[src/rtl/host_instr_unpacker_if.sv]
// Host beat and instruction word channel bundle for host_instr_unpacker.
// master: host/receiver side; slave: the unpacker itself.
//   rx_start/rx_len/rx_busy       transfer control
//   rx_data/rx_valid/rx_ready     wide host beat handshake
//   app_en/app_ack/app_instr      32-bit word handshake
//   words_sent/xfer_done          progress and completion
interface host_instr_unpacker_if #(
    parameter int DATA_W = 128,
    parameter int LEN_W  = 32
);
    logic              rx_start;
    logic [LEN_W-1:0]  rx_len;
    logic              rx_busy;
    logic [DATA_W-1:0] rx_data;
    logic              rx_valid;
    logic              rx_ready;
    logic              app_en;
    logic              app_ack;
    logic [31:0]       app_instr;
    logic [LEN_W-1:0]  words_sent;
    logic              xfer_done;

    modport master (
        output rx_start, rx_len, rx_data, rx_valid, app_ack,
        input  rx_busy, rx_ready, app_en, app_instr,
        input  words_sent, xfer_done
    );

    modport slave (
        input  rx_start, rx_len, rx_data, rx_valid, app_ack,
        output rx_busy, rx_ready, app_en, app_instr,
        output words_sent, xfer_done
    );
endinterface

[src/rtl/host_instr_unpacker.sv]
// Buffers a length-prefixed burst of wide host beats in a small FIFO and
// serialises them, lane 0 first, into a 32-bit app_en/app_ack word stream.
// Ports: clk, rst (async, active high), bus (slave modport) carrying
//   rx_start/rx_len/rx_busy, rx_data/rx_valid/rx_ready,
//   app_en/app_ack/app_instr, words_sent, xfer_done.
module host_instr_unpacker #(
    parameter int DATA_W     = 128,
    parameter int FIFO_DEPTH = 4,
    parameter int LEN_W      = 32
) (
    input  logic                  clk,
    input  logic                  rst,
    host_instr_unpacker_if.slave  bus
);
    localparam int K      = DATA_W / 32;
    localparam int LANE_W = (K > 1) ? $clog2(K) : 1;
    localparam int PTR_W  = $clog2(FIFO_DEPTH);
    localparam int CNT_W  = PTR_W + 1;

    localparam logic [LANE_W-1:0] LANE_LAST = LANE_W'(K - 1);
    localparam logic [LEN_W-1:0]  K_LEN     = LEN_W'(K);
    localparam logic [LEN_W-1:0]  ONE_LEN   = LEN_W'(1);
    localparam logic [CNT_W-1:0]  DEPTH_C   = CNT_W'(FIFO_DEPTH);

    typedef enum logic {
        IDLE,
        RECV
    } state_t;

    state_t              state;
    logic [LEN_W-1:0]    words_left;
    logic [LEN_W-1:0]    beats_left;
    logic [LEN_W-1:0]    words_sent_q;
    logic [LANE_W-1:0]   lane_idx;
    logic [PTR_W-1:0]    wr_ptr;
    logic [PTR_W-1:0]    rd_ptr;
    logic [CNT_W-1:0]    count;
    logic                xfer_done_q;
    logic [DATA_W-1:0]   mem [FIFO_DEPTH];

    logic                recv;
    logic                full;
    logic                empty;
    logic                rx_ready_c;
    logic                app_en_c;
    logic                push;
    logic                fire;
    logic                pop;
    logic                last_word;
    logic                last_lane;
    logic [LEN_W-1:0]    beats_total;
    logic [DATA_W-1:0]   head;
    logic [31:0]         lane_word;

    // Quotient plus a carry for a partial beat never exceeds the
    // quotient range, so the maximum rx_len cannot overflow.
    assign beats_total = (bus.rx_len / K_LEN)
                       + LEN_W'(|(bus.rx_len % K_LEN));

    assign recv       = (state == RECV);
    assign full       = (count == DEPTH_C);
    assign empty      = (count == '0);
    assign rx_ready_c = recv & ~full & (beats_left != '0);
    assign app_en_c   = recv & ~empty & (words_left != '0);
    assign push       = bus.rx_valid & rx_ready_c;
    assign fire       = app_en_c & bus.app_ack;
    assign last_word  = (words_left == ONE_LEN);
    assign last_lane  = (lane_idx == LANE_LAST);
    // The final word retires its beat even when lanes remain unread.
    assign pop        = fire & (last_lane | last_word);

    assign head       = mem[rd_ptr];
    assign lane_word  = head[32*int'(lane_idx) +: 32];

    assign bus.rx_busy    = recv;
    assign bus.rx_ready   = rx_ready_c;
    assign bus.app_en     = app_en_c;
    assign bus.app_instr  = app_en_c ? lane_word : '0;
    assign bus.words_sent = words_sent_q;
    assign bus.xfer_done  = xfer_done_q;

    always_ff @(posedge clk) begin
        if (push) begin
            mem[wr_ptr] <= bus.rx_data;
        end
    end

    always_ff @(posedge clk or posedge rst) begin
        if (rst) begin
            state        <= IDLE;
            words_left   <= '0;
            beats_left   <= '0;
            words_sent_q <= '0;
            lane_idx     <= '0;
            wr_ptr       <= '0;
            rd_ptr       <= '0;
            count        <= '0;
            xfer_done_q  <= 1'b0;
        end else begin
            xfer_done_q <= 1'b0;
            unique case (state)
                IDLE: begin
                    if (bus.rx_start) begin
                        words_sent_q <= '0;
                        lane_idx     <= '0;
                        wr_ptr       <= '0;
                        rd_ptr       <= '0;
                        count        <= '0;
                        if (bus.rx_len != '0) begin
                            words_left <= bus.rx_len;
                            beats_left <= beats_total;
                            state      <= RECV;
                        end else begin
                            xfer_done_q <= 1'b1;
                        end
                    end
                end
                RECV: begin
                    if (push) begin
                        wr_ptr     <= wr_ptr + PTR_W'(1);
                        beats_left <= beats_left - ONE_LEN;
                    end
                    if (pop) begin
                        rd_ptr <= rd_ptr + PTR_W'(1);
                    end
                    count <= count + CNT_W'(push) - CNT_W'(pop);
                    if (fire) begin
                        words_left   <= words_left - ONE_LEN;
                        words_sent_q <= words_sent_q + ONE_LEN;
                        lane_idx     <= pop ? '0 : lane_idx + LANE_W'(1);
                        if (last_word) begin
                            state       <= IDLE;
                            xfer_done_q <= 1'b1;
                        end
                    end
                end
                default: state <= IDLE;
            endcase
        end
    end
endmodule

[src/flat_wrapper.sv]
// flat-port wrapper written by rule: the top's interface ports become plain ports
module host_instr_unpacker_flat 
#(
    parameter int DATA_W     = 128,
    parameter int FIFO_DEPTH = 4,
    parameter int LEN_W      = 32
)
  (clk, rst, bus_rx_start, bus_rx_len, bus_rx_data, bus_rx_valid, bus_app_ack, bus_rx_busy, bus_rx_ready, bus_app_en, bus_app_instr, bus_words_sent, bus_xfer_done);
  host_instr_unpacker_if #(.DATA_W(DATA_W), .LEN_W(LEN_W)) bus_i ();
  input  logic clk;
  input  logic rst;
  input wire logic [$bits(bus_i.rx_start)-1:0] bus_rx_start;
  input wire logic [$bits(bus_i.rx_len)-1:0] bus_rx_len;
  input wire logic [$bits(bus_i.rx_data)-1:0] bus_rx_data;
  input wire logic [$bits(bus_i.rx_valid)-1:0] bus_rx_valid;
  input wire logic [$bits(bus_i.app_ack)-1:0] bus_app_ack;
  output wire logic [$bits(bus_i.rx_busy)-1:0] bus_rx_busy;
  output wire logic [$bits(bus_i.rx_ready)-1:0] bus_rx_ready;
  output wire logic [$bits(bus_i.app_en)-1:0] bus_app_en;
  output wire logic [$bits(bus_i.app_instr)-1:0] bus_app_instr;
  output wire logic [$bits(bus_i.words_sent)-1:0] bus_words_sent;
  output wire logic [$bits(bus_i.xfer_done)-1:0] bus_xfer_done;
  assign bus_i.rx_start = bus_rx_start;
  assign bus_i.rx_len = bus_rx_len;
  assign bus_i.rx_data = bus_rx_data;
  assign bus_i.rx_valid = bus_rx_valid;
  assign bus_i.app_ack = bus_app_ack;
  assign bus_rx_busy = bus_i.rx_busy;
  assign bus_rx_ready = bus_i.rx_ready;
  assign bus_app_en = bus_i.app_en;
  assign bus_app_instr = bus_i.app_instr;
  assign bus_words_sent = bus_i.words_sent;
  assign bus_xfer_done = bus_i.xfer_done;
  host_instr_unpacker #(.DATA_W(DATA_W), .FIFO_DEPTH(FIFO_DEPTH), .LEN_W(LEN_W)) u_core (.clk(clk), .rst(rst), .bus(bus_i));
endmodule
[config.mk]
export PLATFORM = sky130hd
export DESIGN_NAME = host_instr_unpacker_flat
export DESIGN_NICKNAME = d
export VERILOG_FILES = /design/src/rtl/host_instr_unpacker_if.sv /design/src/rtl/host_instr_unpacker.sv /design/src/flat_wrapper.sv
export SDC_FILE = /design/constraint.sdc
export NUM_CORES = 1
export LEC_CHECK = 0
export CORE_UTILIZATION = 33
export CTS_CLUSTER_DIAMETER = 60
export CTS_CLUSTER_SIZE = 14
export DETAILED_ROUTE_END_ITERATION = 8
export GPL_TIMING_DRIVEN = 0
export PLACE_DENSITY_LB_ADDON = 0.05
export SETUP_SLACK_MARGIN = 0.1
export SLEW_MARGIN = 20
export SYNTH_ARGS = -nofsm -noshare
export SYNTH_HDL_FRONTEND = slang
export SYNTH_SLANG_ARGS = --single-unit
[constraint.sdc]
create_clock -name clk -period 5.14 [get_ports clk]
set_input_delay 1.542 -clock clk [delete_from_list [all_inputs] [get_ports clk]]
set_output_delay 1.542 -clock clk [all_outputs]
set_load 0.01 [all_outputs]
==> flow_summary.toml, run 1 <==
[logic_synthesis]
synth_ff_type = "edfxtp_1"
syn_inst = 1609
synth-async-reset-ratio_pct = 17.29
synth.top_cell.area_share_pct = 58.06
synth-edff-count = 512
synthTopCellsByArea = "edfxtp_1 58%, mux4_2 14%, dfrtp_1 10%"
synthesis.nets = 1789
syn_area_per_cell_um2 = 16.46
yosysTopAreaCell = "edfxtp_1"
ys.warnings.count = 0
synthesis.area_um2 = 26480
yosysSeqAreaShare_pct = 68.17
ys_ff_latch = 619
synthDistinctLibCells = 71

[global_route]
grt_max_degree = 59
grt_pass1_wl_mm = 114.3
grt_overflow = 0
antenna_found_initial = 18
grt_pass1_vias = 16500
grt_usage_pct = 19.13

[floorplan]
placementRows = 103
die_h_um = 285.3
die_w_um = 285.3
ios = 233
start_util_pct = 33.47
core_area_um2 = 79130
die-area_um2 = 81380

[pwr]
p_leak_nw = 10.82
peakVddDrop_mv = 0.2546
power.density_nw_per_um2 = 518.5
finalPower_w = 0.01701

[drt]
wl_per_cell_um = 25.80
ant_nets = 0
dr.pass1.iters = 5
route.detailed.drc = 0
wl_mm = 77.85
drt-initial-drc-count = 1144
vias_per_cell = 5.340
vias = 16120

[critical_path]
critPathTopFamily = "simple AND/OR/NAND/NOR gates"
crit_slowest_cell = "or4_4"
cp_max_fo = 10
cpMostUsedCell = "buf_6"
timing.setup.critical_path_class = "reg -> out"
worst_ep_required_time_ps = 3600
crit_buf_inv = 4
cp_cell_sequence = "or4_4 > or3_1 > buf_6 > or3_4 > o311ai_4 > buf_4 > buf_6 > nor2b_1 > dlygate4sd2_1"
worstPathArrival_ps = 3390
worstSetupEndpointType = "primary output"
max_stage_delay_ps = 540
worstSetupStartpointType = "flop"

[cells_and_area]
drive_gt1_share_pct = 17.99
n_antenna_cell = 0
nNetsFinal = 2106
layout_common_cells = "512 x edfxtp_1, 194 x clkdlybuf4s50_1, 160 x mux4_2, 106 x dfrtp_1, 96 x nand2_1"
layout_commonest_cell = "edfxtp_1"
syn2layout_area_growth_pct = 23.88
fin_area_um2 = 32800

[clocking]
clockBufferDepth = 3
clock_sink_count = 619
clk_latency_ps = 620
cts_buffers = 69
cts-hold-fix-buffers = 0
clkTransAtPathRegs_ps = 70
htreeDepth = 3
cts-root-buf = "clkbuf_16"
cts_tree = "built"

[status]
status = "finished clean"

[placed_design]
placedInstanceArea_um2 = 30440
dpl.hpwl_mm = 51.51
globalplace.congestion = 0.8550
portBuffers = 227

[sta]
max-slew-margin-rel_pct = 25.77
min_period_over_period_pct = 96.01
setup_viol = 0
layout_min_cycle_time_ps = 4935
finalClockSkew_ps = 30.54
hold_viol_final = 0
slew_violations = 0
fmax_mhz = 202.6
worstMarginPinSlew_ps = 1111
rsz0062_at_grt = "true"

[worst_hold_path]
hold_path_class = "reg -> reg"

[flow_run]
max-cap-violations = 0
## per-stage QoR
step	instances	setup TNS [ps]	util (%)	worst slack, ps	hold slack [ps]
2_1_floorplan	1609	0	-	780.8	457.1
3_5_place_dp	2900	-6409	38.47	-305.0	478.0
6_report	3018	0	41.46	205.3	484.3
5_1_grt	3018	0	41.46	92.12	503.1
3_3_place_gp	2886	-643680	38.00	-1569	480.0
4_1_cts	3016	0	41.40	112.8	494.6
## synthesized netlist by cell type (all sizes together) (6+ instances only)
master,number
edfxtp,512
mux4,160
dfrtp,107
nand2,97
o21ai,66
clkbuf,65
nor2,64
a21oi,63
nand3,43
nor3,37
nor4,35
nand4,34
nor2b,33
xnor2,26
o22ai,25
buf,23
inv,20
xor2,16
mux2i,15
ha,14
o31ai,13
and3,12
or3,12
a22o,11
or4,11
or2,9
nand2b,8
and2,6
## state kept, by name, indices dropped and copies added (netlist names)
| signal | cells |
|---|---|
| u_core.bus.rx_busy | 1 |
| u_core.bus.words_sent | 32 |
| u_core.bus.xfer_done | 1 |
| u_core.mem | 512 |
| u_core.wr_ptr | 2 |
| u_core.beats_left | 32 |
| u_core.lane_idx | 2 |
| u_core.words_left | 32 |
| u_core.rd_ptr | 2 |
| u_core.count | 3 |
## path summary, 6_finish.rpt
path	from	to	slack, ps	cells after the start
min	u_core.bus.words_sent[31]	u_core.bus.words_sent[31]	480	1
min in group asynchronous	rst	u_core.bus.words_sent[18]	1380	2
max	u_core.words_left[19]	bus_app_instr[27]	210	9
max reg2reg	u_core.words_left[11]	u_core.count[2]	1400	13
min reg2reg	u_core.bus.words_sent[31]	u_core.bus.words_sent[31]	480	1
max in group asynchronous	rst	u_core.beats_left[27]	3000	3
## routing by layer
| metal | GRT usage [%] | share of wire (%) | routed length, um | up-vias |
|---|---|---|---|---|
| met3 | 4.752 | 5.9 | 4626 | 126 |
| met5 | 0 | 0.30 | 232 | - |
| li1 | - | - | - | 7145 |
| met1 | 24.77 | 42 | 32970 | 8382 |
| met4 | 4.813 | 1.7 | 1351 | 36 |
| met2 | 32.09 | 50 | 38670 | 427 |
## cells by family after synthesis
group,Yosys count,synth area share (%)
flops,619,68.17
fa+ha+maj,15,0.7371
xor+xnor,42,1.389
buf+inv,108,1.668
simple gates,416,8.184
mux,177,14.26
compound gates,232,5.590
## what timing repair did
item,in CTS,in global routing
buffers inserted,3,1
gates resized for setup,98,6
cloned,0,1
endpoints found under the setup margin,33,14
pin swaps,1,1
## power breakdown
group          switching [W]  internal (W)  leakage, nW
clock network        0.00215       0.00272         1.07
logic                0.00281       0.00247         3.74
registers           0.000424       0.00643         6.01
total                0.00538        0.0116         10.8
## final cells by class
cell class	instances	area (um^2)
Clock buffer	78	1802
Inverter	20	80.08
Tap cell	1050	1314
Sequential cell	619	18050
Buffer	88	513.0
Fill cell	7240	46320
Multi-Input combinational cell	882	8041
Timing Repair Buffer	246	2616
Clock inverter	35	384.1
No activity file was read; power rests on OpenSTA's default activity.
==> inputs of run 2 (changes only) <==
CELL_PAD_IN_SITES_DETAIL_PLACEMENT = 1   (was unset)
CELL_PAD_IN_SITES_GLOBAL_PLACEMENT = 2   (was unset)
CORE_MARGIN = 2   (was unset)
==> flow_summary.toml, run 2 (same netlist as run 1, synthesis figures left out) <==
[drt]
drt-initial-drc-count = 1109
route.detailed.drc = 0
vias_per_cell = 5.373
wl_per_cell_um = 27.11
ant_nets = 0
dr.pass1.iters = 5
wl_mm = 82.01
vias = 16250

[critical_path]
cp_max_fo = 10
timing.setup.critical_path_class = "reg -> out"
r2r-end = "u_core.count[2]"
regToRegSetupSlack_ps = 1290
worst_ep_required_time_ps = 3600
r2r_cells = 15
worstSetupEndpointType = "primary output"
r2r-start = "u_core.words_left[19]"
worstSetupStartpointType = "flop"
worstPathArrival_ps = 3450

[global_route]
grt_pass1_wl_mm = 121.0
grt_overflow = 0
grt_usage_pct = 20.13
grt_pass1_vias = 17490
antenna_found_initial = 22
grt_max_degree = 80

[sta]
finalClockSkew_ps = 41.63
worstMarginPinSlew_ps = 1067
hold_slack_ps = 506.9
hold_viol_final = 0
setup_viol = 0
slew_violations = 0
rsz0062_at_grt = "false"
min_period_over_period_pct = 97.03
fin_ws_ps = 152.5
fin_tns_setup_ps = 0
layout_min_cycle_time_ps = 4987
max-slew-margin-rel_pct = 28.75
fmax_mhz = 200.5

[floorplan]
placementRows = 103
ios = 233
die_h_um = 287.3
start_util_pct = 33.41
core_area_um2 = 79260
die-area_um2 = 82530
die_w_um = 287.3

[cells_and_area]
drive_gt1_share_pct = 18.91
syn2layout_area_growth_pct = 24.28
largest_reg_flops = 512
layout_common_cells = "512 x edfxtp_1, 197 x clkdlybuf4s50_1, 160 x mux4_2, 106 x dfrtp_1, 96 x nand2_1"
layout_commonest_cell = "edfxtp_1"
top_register = "u_core.mem"
finalCoreUtilization_pct = 41.52
nNetsFinal = 2114

[worst_hold_path]
worstHoldStart = "u_core.beats_left[11]"
hold_path_depth = 1
hold_end = "u_core.beats_left[11]"
hold_path_class = "reg -> reg"

[placed_design]
place_ws_ps = -399.9
globalplace.congestion = 0.8132
portBuffers = 227
dpl.hpwl_mm = 55.21

[status]
status = "finished clean"

[pwr]
finalPower_w = 0.01714
power.density_nw_per_um2 = 520.7
peakVddDrop_mv = 0.2909
p_leak_nw = 10.86

[clocking]
clk_latency_ps = 630
clockBufferDepth = 3
cts-root-buf = "clkbuf_16"
cts-hold-fix-buffers = 0
cts_tree = "built"
cts_buffers = 68
clock_sink_count = 619
clkTransAtPathRegs_ps = 60
htreeDepth = 3

[flow_run]
max-cap-violations = 0
==> run 2: cell count changes in the layout (fill, tap and decap cells not counted), moves of 3 or more <==
| cell | before | now |
|---|---|---|
| clkinv_2 | 3 | 6 |
| clkbuf_2 | 16 | 23 |
| clkinv_16 | 0 | 3 |
| buf_6 | 16 | 10 |
| buf_2 | 2 | 5 |
| clkinv_1 | 5 | 1 |
| buf_4 | 5 | 16 |
| clkdlybuf4s50_1 | 194 | 197 |
| inv_6 | 11 | 6 |
| clkbuf_16 | 71 | 68 |
| dlygate4sd2_1 | 30 | 19 |
| diode_2 | 0 | 3 |
==> run 2: where the power goes <==
part,internal (W),switching (W)
combinational,0.00252,0.00287
clock,0.00275,0.00213
sequential,0.00643,0.000436
total,0.0117,0.00543
==> run 2: per-layer routing <==
layer	track usage (%)	vias to the layer above	wire length, um
met5	0	-	226
met4	5.469	34	1852
met3	4.524	131	4290
met2	34.63	363	41580
met1	25.56	8578	34060
li1	-	7146	-
==> run 2: repair_timing <==
item	4_1_cts	5_1_grt
gates cloned	2	0
setup endpoints to repair	34	17
buffers inserted	8	3
pin swaps	2	0
resized for setup	123	7
==> run 2: through the flow <==
step | instances | area (um^2)
6_report | 3025 | 32910
2_1_floorplan | 1609 | 26490
5_1_grt | 3025 | 32910
3_3_place_gp | 2886 | 30070
3_5_place_dp | 2901 | 30470
4_1_cts | 3019 | 32890
==> run 2: worst max-delay path, cell delays in order, from the launching register on <==
cell	delay, ps
dfrtp_2	410
or4_4	540
or3_4	390
buf_8	130
or3_4	400
o311ai_4	160
buf_6	220
buf_12	150
nor2b_1	100
dlygate4sd2_1	300
==> run 2: cell type report <==
type / count / area, um^2
clock buffers: 77 / 1755
well taps: 1050 / 1314
diodes: 3 / 7.507
flip-flops and latches: 619 / 18050
clock inverters: 31 / 437.9
multi-input cells: 882 / 8055
repair buffers: 255 / 2700
inverters: 20 / 82.58
fillers: 7872 / 46350
plain buffers: 88 / 503.0
==> run 2: how the worst max path moves through the flow <==
| stage | start | cells past startpoint | endpoint | slack, ps |
|---|---|---|---|---|
| global placement | rst | 2 | u_core.beats_left[16] | -1760 |
| CTS | u_core.words_left[19] | 10 | bus_app_instr[15] | 100 |
| floorplan | rst | 1 | u_core.beats_left[0] | 780 |
| finish | u_core.words_left[19] | 9 | bus_app_instr[2] | 150 |
| detailed placement | u_core.rd_ptr[0] | 7 | bus_app_instr[1] | -400 |
| global route | u_core.words_left[19] | 10 | bus_app_instr[30] | 100 |
